### config.mk
export PLATFORM = sky130hd
export DESIGN_NAME = fringe_sequencer
export DESIGN_NICKNAME = d
export VERILOG_FILES = /design/src/rtl/fringe_pkg.sv /design/src/rtl/fringe_pinc_rom.sv /design/src/rtl/fringe_sequencer.sv
export SDC_FILE = /design/constraint.sdc
export NUM_CORES = 1
export LEC_CHECK = 0
export BUFFER_PORTS_ARGS = -buffer_cell sky130_fd_sc_hd__buf_2
export CAP_MARGIN = 20
export CORE_MARGIN = 4
export CORE_UTILIZATION = 49
export DETAILED_ROUTE_END_ITERATION = 10
export GPL_TIMING_DRIVEN = 1
export HOLD_SLACK_MARGIN = 0.05
export PLACE_DENSITY = 0.86
export SYNTH_ARGS = -nofsm -noshare
export SYNTH_HDL_FRONTEND = slang
export SYNTH_SLANG_ARGS = --single-unit
### constraint.sdc
create_clock -name clk_25 -period 2.2 [get_ports clk_25]
set_input_delay 0.44 -clock clk_25 [delete_from_list [all_inputs] [get_ports clk_25]]
set_output_delay 0.44 -clock clk_25 [all_outputs]
set_load 0.01 [all_outputs]
### src/rtl/fringe_pkg.sv
// Shared constants, state encoding and phase-increment helper for the fringe sequencer.
package fringe_pkg;

    localparam int N_STEPS_DEF = 8;
    localparam int N_FREQ_DEF  = 60;
    localparam int ARM_VS_DEF  = 3;
    localparam int STEP_W      = 3;
    localparam int FREQ_W      = 6;

    localparam longint unsigned PINC_FULL = 64'h1_0000_0000;

    typedef enum logic [1:0] {
        ST_IDLE = 2'd0,
        ST_ARM  = 2'd1,
        ST_RUN  = 2'd2
    } fringe_state_e;

    // round(2^32 / (8*k)), rounding half up.
    function automatic logic [31:0] pinc_value(input int unsigned k);
        longint unsigned div;
        div = 64'(8 * k);
        return 32'((PINC_FULL + div / 2) / div);
    endfunction

endpackage

### src/rtl/fringe_pinc_rom.sv
// Phase-increment table: frequency index -> DDS increment, one-cycle registered read.
module fringe_pinc_rom
    import fringe_pkg::*;
#(
    parameter int N_FREQ = N_FREQ_DEF
) (
    input  logic              clk_25,
    input  logic              reset_n,
    input  logic [FREQ_W-1:0] addr_i,
    output logic [31:0]       data_o
);

    logic [31:0] rom [2**FREQ_W];
    logic [31:0] data_q;

    // Entries beyond the last fringe frequency read as zero.
    genvar gi;
    generate
        for (gi = 0; gi < 2**FREQ_W; gi++) begin : g_rom
            localparam logic [31:0] VAL = (gi < N_FREQ) ? pinc_value(gi + 1) : 32'd0;
            assign rom[gi] = VAL;
        end
    endgenerate

    always_ff @(posedge clk_25 or negedge reset_n) begin
        if (!reset_n) begin
            data_q <= pinc_value(1);
        end else begin
            data_q <= rom[addr_i];
        end
    end

    assign data_o = data_q;

endmodule

### src/rtl/fringe_sequencer.sv
// Per-frame fringe sequencer: camera arming handshake, (step, frequency) counters
// and registered DDS phase controls, all on the pixel clock.
module fringe_sequencer
    import fringe_pkg::*;
#(
    parameter int N_STEPS = N_STEPS_DEF,
    parameter int N_FREQ  = N_FREQ_DEF,
    parameter int ARM_VS  = ARM_VS_DEF
) (
    input  logic              clk_25,
    input  logic              reset_n,
    input  logic              sync_vs,
    input  logic              sync_in_1,
    input  logic              sync_in_2,
    output logic [31:0]       phase_inc,
    output logic [31:0]       poff,
    output logic [STEP_W-1:0] step_idx,
    output logic [FREQ_W-1:0] freq_idx,
    output logic              sync_out_1,
    output logic              sync_out_2,
    output logic              seq_wrap,
    output logic              running
);

    localparam int                ARM_W     = $clog2(ARM_VS) + 1;
    localparam logic [ARM_W-1:0]  ARM_LAST  = ARM_W'(ARM_VS - 1);
    localparam logic [STEP_W-1:0] STEP_LAST = STEP_W'(N_STEPS - 1);
    localparam logic [FREQ_W-1:0] FREQ_LAST = FREQ_W'(N_FREQ - 1);

    logic [1:0]        trig_sync_q, rdy_sync_q;
    logic              trig_s, rdy_s;
    logic              vs_d_q, vs_fall;
    fringe_state_e     state_q, state_d;
    logic [ARM_W-1:0]  arm_cnt_q, arm_cnt_d;
    logic [STEP_W-1:0] step_q, step_d;
    logic [FREQ_W-1:0] freq_q, freq_d;
    logic              wrap_q, wrap_d;
    logic [31:0]       poff_q;
    logic              sync1_q, sync2_q, seq_wrap_q;

    assign trig_s  = trig_sync_q[1];
    assign rdy_s   = rdy_sync_q[1];
    assign vs_fall = vs_d_q & ~sync_vs;

    always_comb begin
        state_d   = state_q;
        arm_cnt_d = arm_cnt_q;
        step_d    = step_q;
        freq_d    = freq_q;
        wrap_d    = 1'b0;
        if (!trig_s) begin
            state_d   = ST_IDLE;
            arm_cnt_d = '0;
            step_d    = '0;
            freq_d    = '0;
        end else if (vs_fall) begin
            case (state_q)
                ST_IDLE: begin
                    if (rdy_s) begin
                        state_d   = ST_ARM;
                        arm_cnt_d = ARM_W'(1);
                    end
                end
                ST_ARM: begin
                    if (!rdy_s) begin
                        arm_cnt_d = '0;
                    end else if (arm_cnt_q == ARM_LAST) begin
                        state_d = ST_RUN;
                    end else begin
                        arm_cnt_d = arm_cnt_q + ARM_W'(1);
                    end
                end
                ST_RUN: begin
                    // A ready drop freezes the position so the sequence resumes where it stopped.
                    if (!rdy_s) begin
                        state_d   = ST_ARM;
                        arm_cnt_d = '0;
                    end else if (step_q == STEP_LAST) begin
                        step_d = '0;
                        if (freq_q == FREQ_LAST) begin
                            freq_d = '0;
                            wrap_d = 1'b1;
                        end else begin
                            freq_d = freq_q + FREQ_W'(1);
                        end
                    end else begin
                        step_d = step_q + STEP_W'(1);
                    end
                end
                default: state_d = ST_IDLE;
            endcase
        end
    end

    always_ff @(posedge clk_25 or negedge reset_n) begin
        if (!reset_n) begin
            trig_sync_q <= '0;
            rdy_sync_q  <= '0;
            vs_d_q      <= 1'b0;
            state_q     <= ST_IDLE;
            arm_cnt_q   <= '0;
            step_q      <= '0;
            freq_q      <= '0;
            wrap_q      <= 1'b0;
            poff_q      <= '0;
            sync1_q     <= 1'b0;
            sync2_q     <= 1'b0;
            seq_wrap_q  <= 1'b0;
        end else begin
            trig_sync_q <= {trig_sync_q[0], sync_in_1};
            rdy_sync_q  <= {rdy_sync_q[0], sync_in_2};
            vs_d_q      <= sync_vs;
            state_q     <= state_d;
            arm_cnt_q   <= arm_cnt_d;
            step_q      <= step_d;
            freq_q      <= freq_d;
            wrap_q      <= wrap_d;
            poff_q      <= {step_q, {(32 - STEP_W){1'b0}}};
            // Gating with trig_s keeps the strobe quiet on the edge where RUN is being abandoned.
            sync1_q     <= (state_q == ST_RUN) & trig_s & vs_d_q;
            sync2_q     <= (state_q == ST_RUN) & (step_q == '0);
            seq_wrap_q  <= wrap_q;
        end
    end

    fringe_pinc_rom #(
        .N_FREQ (N_FREQ)
    ) u_pinc_rom (
        .clk_25  (clk_25),
        .reset_n (reset_n),
        .addr_i  (freq_q),
        .data_o  (phase_inc)
    );

    assign poff       = poff_q;
    assign step_idx   = step_q;
    assign freq_idx   = freq_q;
    assign sync_out_1 = sync1_q;
    assign sync_out_2 = sync2_q;
    assign seq_wrap   = seq_wrap_q;
    assign running    = (state_q == ST_RUN);

endmodule

Word-level counts from Yosys, hierarchy flattened

Memories as Yosys holds them, arrays and structs flattened. A register that Yosys moved wholly into a read port is not among the register bits.
Cells that the tools add are included.

$add $sub $neg: 3
Equal/unequal tests: 15
Muxes and demuxes: 31
Bitwise logic cells: 6
Reduce and logical (&&, ||, !) cells: 7

Operator list:

| operator                                             | number |
|---|---|
| 2-to-1 mux 6 bit                                     | 6 |
| 2-to-1 mux 3 bit                                     | 11 |
| 2-to-1 mux 2 bit                                     | 6 |
| != test 3 bit (second input constant)                | 4 |
| AND reduction 5 bit                                  | 2 |
| case mux 3 bit (3 select lines)                      | 1 |
| NOT 6 -> 7 bit                                       | 1 |
| adder 3 x 1 -> 3 bit (second input constant)         | 2 |
| adder 6 x 1 -> 6 bit (second input constant)         | 1 |
| equality test 6 bit (second input constant)          | 1 |
| 2-to-1 mux 1 bit                                     | 6 |
| != test 2 x 1 -> 1 bit (second input constant)       | 3 |
| case mux 2 bit (3 select lines)                      | 1 |
| bitwise AND 1 bit                                    | 4 |
| != test 4 x 2 -> 1 bit (second input constant)       | 1 |
| != test 4 bit (second input constant)                | 1 |
| AND reduction 4 bit                                  | 1 |
| equality test 3 x 2 -> 1 bit (second input constant) | 1 |
| equality test 3 bit (second input constant)          | 1 |
| zero test 3 bit                                      | 1 |
| AND reduction 3 bit                                  | 1 |
| equality test 2 x 1 -> 1 bit (second input constant) | 1 |
| equality test 2 bit (second input constant)          | 1 |
| zero test 2 bit                                      | 1 |
| other kinds (3)                                      | 3 |

Register bits after elaboration: 26
ROM bits: 2048
Input bits: 5
Output and inout port bits: 77
Logic and storage cells: 75
Memories: 1

Memory list:

| name            | depth | width | rd ports | clocked after memory_dff | write ports | line                  | text |
|---|---|---|---|---|---|---|---|
| (no name shown) | 64    | 32    | 1        | 1                        | 0           | fringe_pinc_rom.sv:29 | `data_q <= rom[addr_i];` |

Longest topological paths before layout

Word-level depth: 7
Mapped depth: 9
Depth with buffers taken out: 7

By module

Synthesis repeated with hierarchy kept, for this count alone.

Cells, all modules: 520
Area, all modules: 4406.7 sq um

Modules (own cells, without submodules):

| module           | times used | cells each | area each (sq um) | seq. area each (sq um) |
|---|---|---|---|---|
| fringe_pinc_rom  | 1          | 371        | 2904.0            | 752.0 |
| fringe_sequencer | 1          | 149        | 1502.7            | 650.6 |

Worst setup path after synthesis

Ideal clock, no wire load.

Kind: flip-flop to flip-flop
Start point: reg freq_q[1] (netlist: freq_idx[1])
End point: reg u_pinc_rom.data_q[11] (netlist: u_pinc_rom.data_o[11])
Setup time: 0.125 ns
Arrival time: 2.203 ns
Required time: 2.075 ns
Setup slack: -0.128 ns
Cell stages (with the launch flop): 9
Buffers on the path: 2
Clock period less this slack: 2.328 ns
Cells stage by stage: dfrtp_1 -> buf_2 -> inv_1 -> ha_1 -> buf_2 -> nor2b_1 -> o21ai_0 -> a221o_1 -> mux2_2

Longest elaborated chain between the ends: 1

RTL lines:

| what                                 | line                    | text |
|---|---|---|
| start, declared                      | fringe_sequencer.sv:36  | `logic [FREQ_W-1:0] freq_q, freq_d;` |
| start signal, assigned               | fringe_sequencer.sv:116 | `freq_q <= freq_d;` |
| NOT 6 -> 7 bit (not written as such) | fringe_pinc_rom.sv:29   |  |
| end, declared                        | fringe_pinc_rom.sv:14   | `logic [31:0] data_q;` |

Every way passes these cells.
A chain may end at the register's enable or synchronous reset.

Worst setup path in the final report

Start point: reg freq_q[1] (netlist: freq_idx[1])
End point: reg u_pinc_rom.data_q[7] (netlist: u_pinc_rom.data_o[7])

The elaborated chain is that of the path after synthesis.

==> impl_metrics.json <==
{
  "run_status": "finished, final reports clean",
  "ys_seq_elements": 56,
  "synth.yosys.seq_area_share_pct": 30.4,
  "synthFlopType": "dfrtp_1",
  "die_w_um": 105,
  "worst-path-max-fanout": 14,
  "synthArstFlopShare_pct": 100,
  "rsz0062_at_grt": "no",
  "pin_count": 82,
  "final.period_utilization_pct": 96.7,
  "first_pass_iters": 5,
  "start_util_pct": 50.1,
  "synth.avg_cell_area_sq_um": 8.41,
  "overflow": 0,
  "grt_pass1_vias": 4234,
  "cts_tree": "built",
  "port_buffers": 50,
  "antenna_cells": 0,
  "yosysWarningCount": 0,
  "yosys.area.top_type": "dfrtp_1",
  "worstSetupPathType": "reg2reg",
  "vias": 4423,
  "cts_sinks": 56,
  "clk_latency_ns": 0.33,
  "critPathRequiredTime_ns": 2.46,
  "setup_viol": 0,
  "drive_gt1_share_pct": 21.0,
  "setup_ws_ns": 0.0726,
  "post-place-ws_ns": 0.0669,
  "antenna_left": 0,
  "viasPerCell": 6.31,
  "drc": 0,
  "hold_violations": 0,
  "hpwl_mm": 9.61,
  "layout_min_cycle_time_ns": 2.13,
  "leakage_nw": 2.36,
  "core_sq_mm": 0.00920,
  "fin_tns_setup_ns": 0,
  "ctsRootBufferMaster": "clkbuf_8",
  "crit_path_end_kind": "register",
  "dieArea_sq_mm": 0.0110,
  "netlist_instances": 548,
  "netlist.area_leader.share_pct": 29.9,
  "clk_transition_reported_paths_ns": 0.12,
  "worstMarginPinSlew_ns": 0.616,
  "grt_usage_pct": 24.5,
  "die_y_um": 105,
  "cellPowerDensity_mw_per_mm2": 609,
  "place.gp.congestion": 1.03,
  "crit_arrival_ns": 2.39,
  "fmax_mhz": 470,
  "clk_path_buf_depth": 2,
  "skew_ns": 0.0192,
  "syn_area_sq_mm": 0.00461,
  "grt_pass1_wl_mm": 22.1,
  "wl_per_cell_um": 19.4,
  "worst_ir_drop_vdd_v": 0.000260,
  "htree_levels": 2,
  "cts_made_buffers": 5,
  "hold_ws_ns": 0.220,
  "fin_nets": 621,
  "maxCapViolations": 0,
  "antenna_found_initial": 0,
  "postRouteWirelength_mm": 13.6,
  "row_count": 35,
  "slew_headroom_pct": 58.9,
  "grt_max_degree": 44,
  "synth.area.top_cells": "dfrtp_1 (30%), ha_1 (7.3%), buf_4 (6.4%)",
  "drt_iter0_drc": 702,
  "maxSlewViolCount": 0,
  "area_delta_synth_final_pct": 9.12,
  "hold_class": "in2reg",
  "startpoint_type": "register",
  "synth_cell_type_count": 74,
  "synth_edf_count": 0
}
worst paths after layout:
check,slack (ns),from,depth (start not counted),to
hold reg to reg,0.36,trig_sync_q[0],0,trig_sync_q[1]
min in group asynchronous,0.56,reset_n,2,u_pinc_rom.data_o[18]
hold / removal,0.22,sync_in_1,1,trig_sync_q[0]
setup reg to reg,0.07,freq_idx[1],6,u_pinc_rom.data_o[7]
setup / recovery,0.07,freq_idx[1],6,u_pinc_rom.data_o[7]
max in group asynchronous,0.95,reset_n,3,u_pinc_rom.data_o[29]
placed cells by master, fill, tap and decap left out, types with 3 or more instances in the layout:
cell,instances
a211oi_1,6
a21o_1,7
a21oi_1,34
a221oi_1,4
a311oi_1,5
a31oi_1,7
and2_1,4
buf_12,4
buf_2,50
buf_4,34
clkbuf_8,5
conb_1,31
dfrtp_1,51
dfrtp_2,4
ha_1,26
inv_1,15
mux2i_1,6
mux4_2,3
nand2_1,47
nand2b_1,19
nand3_1,7
nand3b_1,6
nor2_1,42
nor2b_1,18
nor3_1,8
nor3b_1,4
o211ai_1,5
o21a_1,4
o21ai_0,40
o221ai_1,3
o22ai_1,10
o2bb2a_1,3
o311ai_0,6
o31ai_1,7
o31ai_2,3
o32ai_1,3
or2_2,4
or3_1,3
critical path, stage by stage, from the launching register on:
cell,delay [ns]
dfrtp_2,0.40
buf_4,0.22
ha_2,0.35
nor2b_1,0.36
a21oi_1,0.09
mux4_2,0.46
o22ai_1,0.16
cells in the mapped netlist (4+ instances only):
cell type  count
nor2_1        42
a221oi_1       4
o311ai_0       6
ha_1          27
buf_6          4
nand2_1       47
nand3b_1       6
o31ai_1        7
and2_1         4
a311oi_1       5
nand3_1        7
nor2b_1       18
a21oi_1       34
a21o_1         7
mux2i_1        6
buf_4         39
clkbuf_1      14
o211ai_1       5
o21ai_0       40
buf_2         27
a31oi_1        7
nor3b_1        4
dfrtp_1       55
nor3_1         8
a211oi_1       6
o22ai_1       10
nand2b_1      19
inv_1         16
or2_2          4
o21a_1         4
per-layer routing:
metal | routed length [um] | vias to the layer above | GRT usage, %
li1 | - | 1970 | -
met1 | 5530 | 2071 | 34.7
met2 | 5910 | 313 | 36.3
met3 | 1550 | 69 | 5.00
met4 | 590 | 0 | 10.4
met5 | 0 | - | 0
report_power, final:
part	leakage [nW]	switching [mW]	internal, mW
Clock	0.0487	0.403	0.234
Sequential	0.747	0.0508	1.13
Combinational	1.57	0.762	0.482
state kept, by name, summed over array words and instances (netlist names):
name	count
state_q	2
freq_idx	6
wrap_q	1
step_idx	3
u_pinc_rom.data_o	30
seq_wrap	1
poff	3
trig_sync_q	2
sync_out_2	1
sync_out_1	1
arm_cnt_q	3
rdy_sync_q	2
vs_d_q	1
final cells by class:
| class | count | area, sq um |
|---|---|---|
| fill | 833 | 4170 |
| clock inverter | 3 | 26.3 |
| sequential | 56 | 1410 |
| inverter | 16 | 60.1 |
| clock buffer | 5 | 68.8 |
| timing repair buffer | 89 | 596 |
| tap | 111 | 139 |
| multi-input combinational | 421 | 2730 |
stage by stage:
stage	power [mW]	cells	cell area, sq um	utilization [%]
floorplan	2.03	578	4720	-
finish	3.06	701	5030	54.7
CTS	3.03	701	5030	54.7
global route	3.21	701	5030	54.7
detailed placement	2.40	692	4920	53.5
global placement	2.39	692	4920	53.5
timing repair:
item,CTS,global route
resized for setup,0,1
setup buffers,0,0
hold endpoints to repair,16,0
setup endpoints to repair,0,2
hold buffers,1,0
cell families (layout without fill, tap and decap cells):
kind of cell | count (synthesis) | in the layout | share of synthesized area, %
flip-flops | 56 | 56 | 30.4
AO/OA/AOI/OAI | 171 | 171 | 25.4
multiplexers | 12 | 12 | 3.58
AND/OR/NAND/NOR | 177 | 177 | 19.8
buffers and inverters | 101 | 113 | 12.8
adder cells (fa/ha/maj) | 27 | 27 | 7.33
XOR/XNOR | 3 | 3 | 0.570
other | 1 | 31 | 0.0814
(Power assumes the default switching activity.)
